$ cat config.mk
export PLATFORM = sky130hd
export DESIGN_NAME = sequence_generator
export DESIGN_NICKNAME = d
export VERILOG_FILES = /design/src/rtl/sequence_generator.sv
export SDC_FILE = /design/constraint.sdc
export NUM_CORES = 1
export LEC_CHECK = 0
export BUFFER_PORTS_ARGS = -buffer_cell sky130_fd_sc_hd__buf_2
export CAP_MARGIN = 20
export CORE_MARGIN = 2
export CORE_UTILIZATION = 45
export DETAILED_ROUTE_END_ITERATION = 10
export PLACE_DENSITY = 0.66
export SLEW_MARGIN = 40
export SYNTH_ARGS = -nofsm -noshare
export SYNTH_HDL_FRONTEND = slang
export SYNTH_SLANG_ARGS = --single-unit
export TNS_END_PERCENT = 1
$ cat constraint.sdc
create_clock -name clk -period 1.6 [get_ports clk]
set_input_delay 0.32 -clock clk [delete_from_list [all_inputs] [get_ports clk]]
set_output_delay 0.32 -clock clk [all_outputs]
set_load 0.01 [all_outputs]
$ cat src/rtl/sequence_generator.sv
// sequence_generator: transmit side of the update/value serial bit interface.
// A parallel word accepted on start is sent MSB-first on value, one bit per
// update pulse; the receiver samples value on the falling edge of update.
// All state advances on the FALLING edge of clk; reset is async, active low.
// Optional abort support is compiled in with `define SEQ_GEN_ABORT_EN.
module sequence_generator #(
    parameter int WIDTH        = 8,
    parameter int SETUP_CYCLES = 1,
    parameter int HIGH_CYCLES  = 2,
    parameter int LOW_CYCLES   = 2
) (
    input  logic             clk,
    input  logic             reset,
    input  logic             start,
    input  logic [WIDTH-1:0] data,
`ifdef SEQ_GEN_ABORT_EN
    input  logic             abort,
    output logic             aborted,
`endif
    output logic             busy,
    output logic             done,
    output logic             update,
    output logic             value
);

    typedef enum logic [1:0] {S_IDLE, S_SETUP, S_HIGH, S_LOW} state_t;

    localparam int MAX_CYC =
        (SETUP_CYCLES > HIGH_CYCLES)
            ? ((SETUP_CYCLES > LOW_CYCLES) ? SETUP_CYCLES : LOW_CYCLES)
            : ((HIGH_CYCLES > LOW_CYCLES) ? HIGH_CYCLES : LOW_CYCLES);
    // Counter holds "cycles remaining minus one", so MAX_CYC-1 is its top value.
    localparam int CW = (MAX_CYC > 1) ? $clog2(MAX_CYC) : 1;
    localparam int BW = $clog2(WIDTH + 1);

    localparam logic [CW-1:0] SETUP_LD = CW'(SETUP_CYCLES - 1);
    localparam logic [CW-1:0] HIGH_LD  = CW'(HIGH_CYCLES - 1);
    localparam logic [CW-1:0] LOW_LD   = CW'(LOW_CYCLES - 1);
    localparam logic [BW-1:0] BITS_LD  = BW'(WIDTH);
    localparam logic [BW-1:0] BITS_ONE = BW'(1);

    state_t           state_q, state_d;
    logic [CW-1:0]    cnt_q, cnt_d;
    logic [BW-1:0]    bits_q, bits_d;
    logic [WIDTH-1:0] sreg_q, sreg_d, shifted;
    logic             value_q, value_d;
    logic             done_q, done_d;
    logic             update_q, update_d;
    logic             busy_q, busy_d;
    logic             phase_end, last_bit;
    logic             abort_hit, abort_pend;

    assign phase_end = (cnt_q == '0);
    assign last_bit  = (bits_q == BITS_ONE);
    assign shifted   = sreg_q << 1;

`ifdef SEQ_GEN_ABORT_EN
    logic pend_q, pend_d;
    logic aborted_q, aborted_d;

    // Abort outside the high phase cuts the frame on the next edge.
    assign abort_hit  = abort && (state_q == S_SETUP || state_q == S_LOW);
    assign abort_pend = pend_q;

    // An abort seen while update is high is remembered until that bit's low
    // phase ends, so update never gets an early falling edge.
    always_comb begin
        pend_d    = pend_q;
        aborted_d = 1'b0;
        if (state_q != S_IDLE && state_d == S_IDLE) begin
            pend_d    = 1'b0;
            aborted_d = !done_d;
        end else if (state_q == S_HIGH && abort) begin
            pend_d = 1'b1;
        end
    end

    // Abort bookkeeping registers.
    always_ff @(negedge clk or negedge reset) begin
        if (!reset) begin
            pend_q    <= 1'b0;
            aborted_q <= 1'b0;
        end else begin
            pend_q    <= pend_d;
            aborted_q <= aborted_d;
        end
    end

    assign aborted = aborted_q;
`else
    assign abort_hit  = 1'b0;
    assign abort_pend = 1'b0;
`endif

    // State and registered outputs; update/busy are flops so they cannot glitch.
    always_ff @(negedge clk or negedge reset) begin
        if (!reset) begin
            state_q  <= S_IDLE;
            update_q <= 1'b0;
            busy_q   <= 1'b0;
        end else begin
            state_q  <= state_d;
            update_q <= update_d;
            busy_q   <= busy_d;
        end
    end

    // Next-state: phase sequencing, frame end and abort exits.
    always_comb begin
        state_d = state_q;
        case (state_q)
            S_IDLE:  if (start) state_d = S_SETUP;
            S_SETUP: begin
                if (abort_hit)      state_d = S_IDLE;
                else if (phase_end) state_d = S_HIGH;
            end
            S_HIGH:  if (phase_end) state_d = S_LOW;
            S_LOW: begin
                if (abort_hit)                                 state_d = S_IDLE;
                else if (phase_end && (last_bit || abort_pend)) state_d = S_IDLE;
                else if (phase_end)                            state_d = S_SETUP;
            end
            default: state_d = S_IDLE;
        endcase
    end

    // Outputs decoded from the upcoming state and registered alongside it.
    always_comb begin
        update_d = (state_d == S_HIGH);
        busy_d   = (state_d != S_IDLE);
    end

    // Datapath: phase counter reload, shift register, bit count and done pulse.
    always_comb begin
        cnt_d   = cnt_q;
        bits_d  = bits_q;
        sreg_d  = sreg_q;
        value_d = value_q;
        done_d  = 1'b0;

        if (state_q != state_d) begin
            case (state_d)
                S_SETUP: cnt_d = SETUP_LD;
                S_HIGH:  cnt_d = HIGH_LD;
                S_LOW:   cnt_d = LOW_LD;
                default: cnt_d = '0;
            endcase
        end else if (cnt_q != '0) begin
            cnt_d = cnt_q - 1'b1;
        end

        if (state_q == S_IDLE && start) begin
            sreg_d  = data;
            bits_d  = BITS_LD;
            value_d = data[WIDTH-1];
        end else if (state_q == S_LOW && state_d == S_SETUP) begin
            sreg_d  = shifted;
            bits_d  = bits_q - 1'b1;
            value_d = shifted[WIDTH-1];
        end

        if (state_q == S_LOW && phase_end && last_bit && !abort_hit && !abort_pend)
            done_d = 1'b1;
    end

    // Datapath registers.
    always_ff @(negedge clk or negedge reset) begin
        if (!reset) begin
            cnt_q   <= '0;
            bits_q  <= '0;
            sreg_q  <= '0;
            value_q <= 1'b0;
            done_q  <= 1'b0;
        end else begin
            cnt_q   <= cnt_d;
            bits_q  <= bits_d;
            sreg_q  <= sreg_d;
            value_q <= value_d;
            done_q  <= done_d;
        end
    end

    assign update = update_q;
    assign busy   = busy_q;
    assign done   = done_q;
    assign value  = value_q;

endmodule

== After elaboration in Yosys (flattened, before gate mapping) ==
Index checks and enable logic that the tools add are counted.

* Bitwise gates (word level): 1
* Equality and inequality tests: 8
* Reduce and logical (&&, ||, !) cells: 9
* Multiplexer cells: 16
* Add/subtract/negate cells: 2

{| class="wikitable"
|+ Operators with widths
! operator !! count
|-
| $mux 7 || 2
|-
| $mux 2 || 5
|-
| $eq 2x2->1 const B || 4
|-
| $mux 4 || 2
|-
| $pmux 2 s4 || 1
|-
| $mux 1 || 6
|-
| $logic_and 1x1->1 || 5
|-
| $eq 2x1->1 const B || 2
|-
| $eq 4x1->1 const B || 1
|-
| $reduce_bool 2->1 || 2
|-
| $sub 4x1->4 const B || 1
|-
| $logic_not 2->1 || 1
|-
| $ne 2x2->1 || 1
|-
| $reduce_or 2->1 || 1
|-
| $not 1->1 || 1
|-
| $sub 1x1->1 const B || 1
|}

* Input port bits: 11
* Flip-flop bits (word level): 18
* Output and inout port bits: 4
* Word-level logic and storage cells: 44

== Longest topological paths before layout ==
* Depth after elaboration: 8
* Mapped depth: 6
* Mapped depth without buffers: 5

==> impl_metrics.toml <==
[yosys]
synth.avg_cell_area_um2 = 10.0
synth-compound-area-share_pct = 11.9
yosys_warnings = 0
ys_types = 29
yosysSeqAreaShare_pct = 50.0
synth_top_area_cell = "dfrtn_1"
synth_xor_area_share_pct = 1.94
synthTopCellsByArea = "dfrtn_1, nand2_1, o211ai_1"
async_reset_ff_share_pct = 100
synth-edff-count = 0
synth_top_area_share_pct = 50.0
synth_fa_ha_area_share_pct = 2.78
synthTopCellsByCount = "dfrtn_1, nand2_1, nand3_1, o211ai_1"
synth_nets = 103
netlist_area_um2 = 901
synthFlopType = "dfrtn_1"
ys_seq_elements = 18
postSynthCellCount = 90
synth-simple-area-share_pct = 24.6
synthMuxAreaShare_pct = 2.36
yosysMostFrequentCell = "dfrtn_1"
synth_top_family_by_area = "simple AND/OR/NAND/NOR gates"

[clock_tree]
path_clk_slew_ns = 0.07
cts_tree = "built"
clk_path_buf_depth = 2
cts-root-buf = "clkbuf_4"
htreeDepth = 1
cts_sinks = 18
clk_latency_ns = 0.28
numCtsBuffers = 3
cts_hold_buf = 0

[grt]
gr-usage-met2_pct = 25.6
busiest_layer = "met2"
grt_usage_pct = 16.8
overflow = 0
grt_pass1_wl_um = 3090
use_met3_pct = 3.09
use_met1_pct = 23.4
grt_max_degree = 19
antenna_found_initial = 0
grt_pass1_vias = 707

[placement]
dp_hpwl_um = 1220
placed_area_um2 = 991
dp_slack_ns = -0.421
dp.cells = 130
portBuffers = 14
gp_congestion = 0.746

[drt]
post_drt_wl_per_cell_um = 12.0
drtAntennaViolNets = 0
num_vias = 684
wl_um = 1610
drcViolationCount = 0
drt_iter0_markers = 2
drt-pass1-iter-count = 3
viasPerCell = 5.10

[setup_path]
end_kind = "primary output"
r2r_end = "bits_q[3]"
critical-path-max-stage-delay_ns = 0.42
worst-r2r-cell-count = 4
worstPathMaxFanout = 2
arrival_ns = 1.64
cpMaxStageDelayCell = "dfrtn_1"
cp.required_ns = 1.28
start_kind = "flip-flop"
critical_path_cell_count = 1
critPathBufInv = 1
startpoint = "value"
path_cells = "buf_2"
crit_type = "flip-flop to primary output"
endpoint = "value"
rrSetupSlack_ns = 0.11
cp_top_family = "flip-flops"
r2r-start = "bits_q[0]"

[cells_and_area]
final_util_pct = 53.8
fin_cells = 134
final_nets = 121
final_cell_area_um2 = 1030
syn2layout_area_growth_pct = 14.7
drive_above_1_share_pct = 26.2
fill_cells = 205
antenna_cells = 0

[min_path]
whs_path_depth = 1
min-delay-start = "cnt_q"
hp-class = "flip-flop to flip-flop"

[sta]
rsz0062_at_grt = "true"
drv_slew = 0
finClkSkew_ns = 0.00244
setup_tns_ns = -1.88
max_slew_margin_pct = 73.3
setup_viol = 15
post-route-worst-setup-slack_ns = -0.356
hold_viol = 0
worstMarginPinSlew_ns = 0.401

[floorplan]
num_rows = 16
num_io_pins = 15
start_util_pct = 46.9
die_h_um = 48.7
dieArea_um2 = 2380
fp.dieW_um = 48.7
core_um2 = 1920

[power]
max-vdd-ir-drop_mv = 1.07
p_per_area_nw_per_um2 = 1830
p_leak_nw = 0.470

[status]
outcome = "complete, but fails checks"
violations = "setup timing"

[job]
drv_cap = 0
## worst min path at each step
stage                        to
after floorplan           cnt_q
after global placement    cnt_q
after detailed placement  cnt_q
after CTS                 cnt_q
after global routing      cnt_q
final                     cnt_q
## report_power, final
part	internal (mW)	switching, mW	total [mW]
registers	0.667	0.176	0.843
clock network	0.138	0.136	0.275
logic	0.386	0.387	0.773
## flip-flops by register name (all words and copies together), names as in the netlist
signal   cells
done         1
cnt_q        1
state_q      2
update       1
busy         1
bits_q       4
value        1
sreg_q       7
## cells in the final DEF, fill, tap and decap left out, types with 2 or more instances in the layout
| cell type | instances |
|---|---|
| nor3_1 | 3 |
| nor3b_2 | 2 |
| nand2_1 | 17 |
| a21oi_1 | 2 |
| o21ai_1 | 2 |
| inv_1 | 3 |
| nor2b_1 | 2 |
| clkbuf_4 | 3 |
| buf_2 | 13 |
| or3b_4 | 2 |
| o211ai_1 | 7 |
| nor2_1 | 3 |
| buf_4 | 4 |
| ha_1 | 2 |
| dfrtn_1 | 18 |
| xnor2_1 | 2 |
| nand3_1 | 9 |
## stage by stage
step | power, mW | hold slack [ns]
2_1_floorplan | 1.45 | 0.387
3_3_place_gp | 1.59 | 0.420
3_5_place_dp | 1.63 | 0.426
4_1_cts | 1.92 | 0.428
5_1_grt | 2.09 | 0.479
6_report | 1.89 | 0.433
## cell type report
class | count | area (um2) | share of cell area (%)
well taps | 27 | 33.8 | 3.27
repair buffers | 18 | 106 | 10.3
multi-input cells | 64 | 395 | 38.3
clock buffers | 4 | 36.3 | 3.51
flip-flops and latches | 18 | 450 | 43.6
inverters | 3 | 11.3 | 1.09
## routing by layer
layer / up-vias / part of all wire [%] / wire [um]
met5: - / 0 / 0
met4: 0 / 0.99 / 16
met3: 2 / 2.2 / 36
met2: 4 / 49 / 789
met1: 330 / 48 / 768
li1: 348 / - / -
## logic make-up (layout without fill, tap and decap cells)
| family | after synthesis | after routing |
|---|---|---|
| flops | 18 | 18 |
| simple gates | 42 | 42 |
| fa+ha+maj | 2 | 2 |
| compound gates | 16 | 16 |
| xor+xnor | 2 | 2 |
| mux | 2 | 2 |
| buf+inv | 8 | 25 |
## what timing repair did
item	4_1_cts	5_1_grt
pin swaps	7	0
setup endpoints to repair	15	16
buffers inserted	0	0
gates resized for setup	1	0
Power figures use the tool's default switching activity.
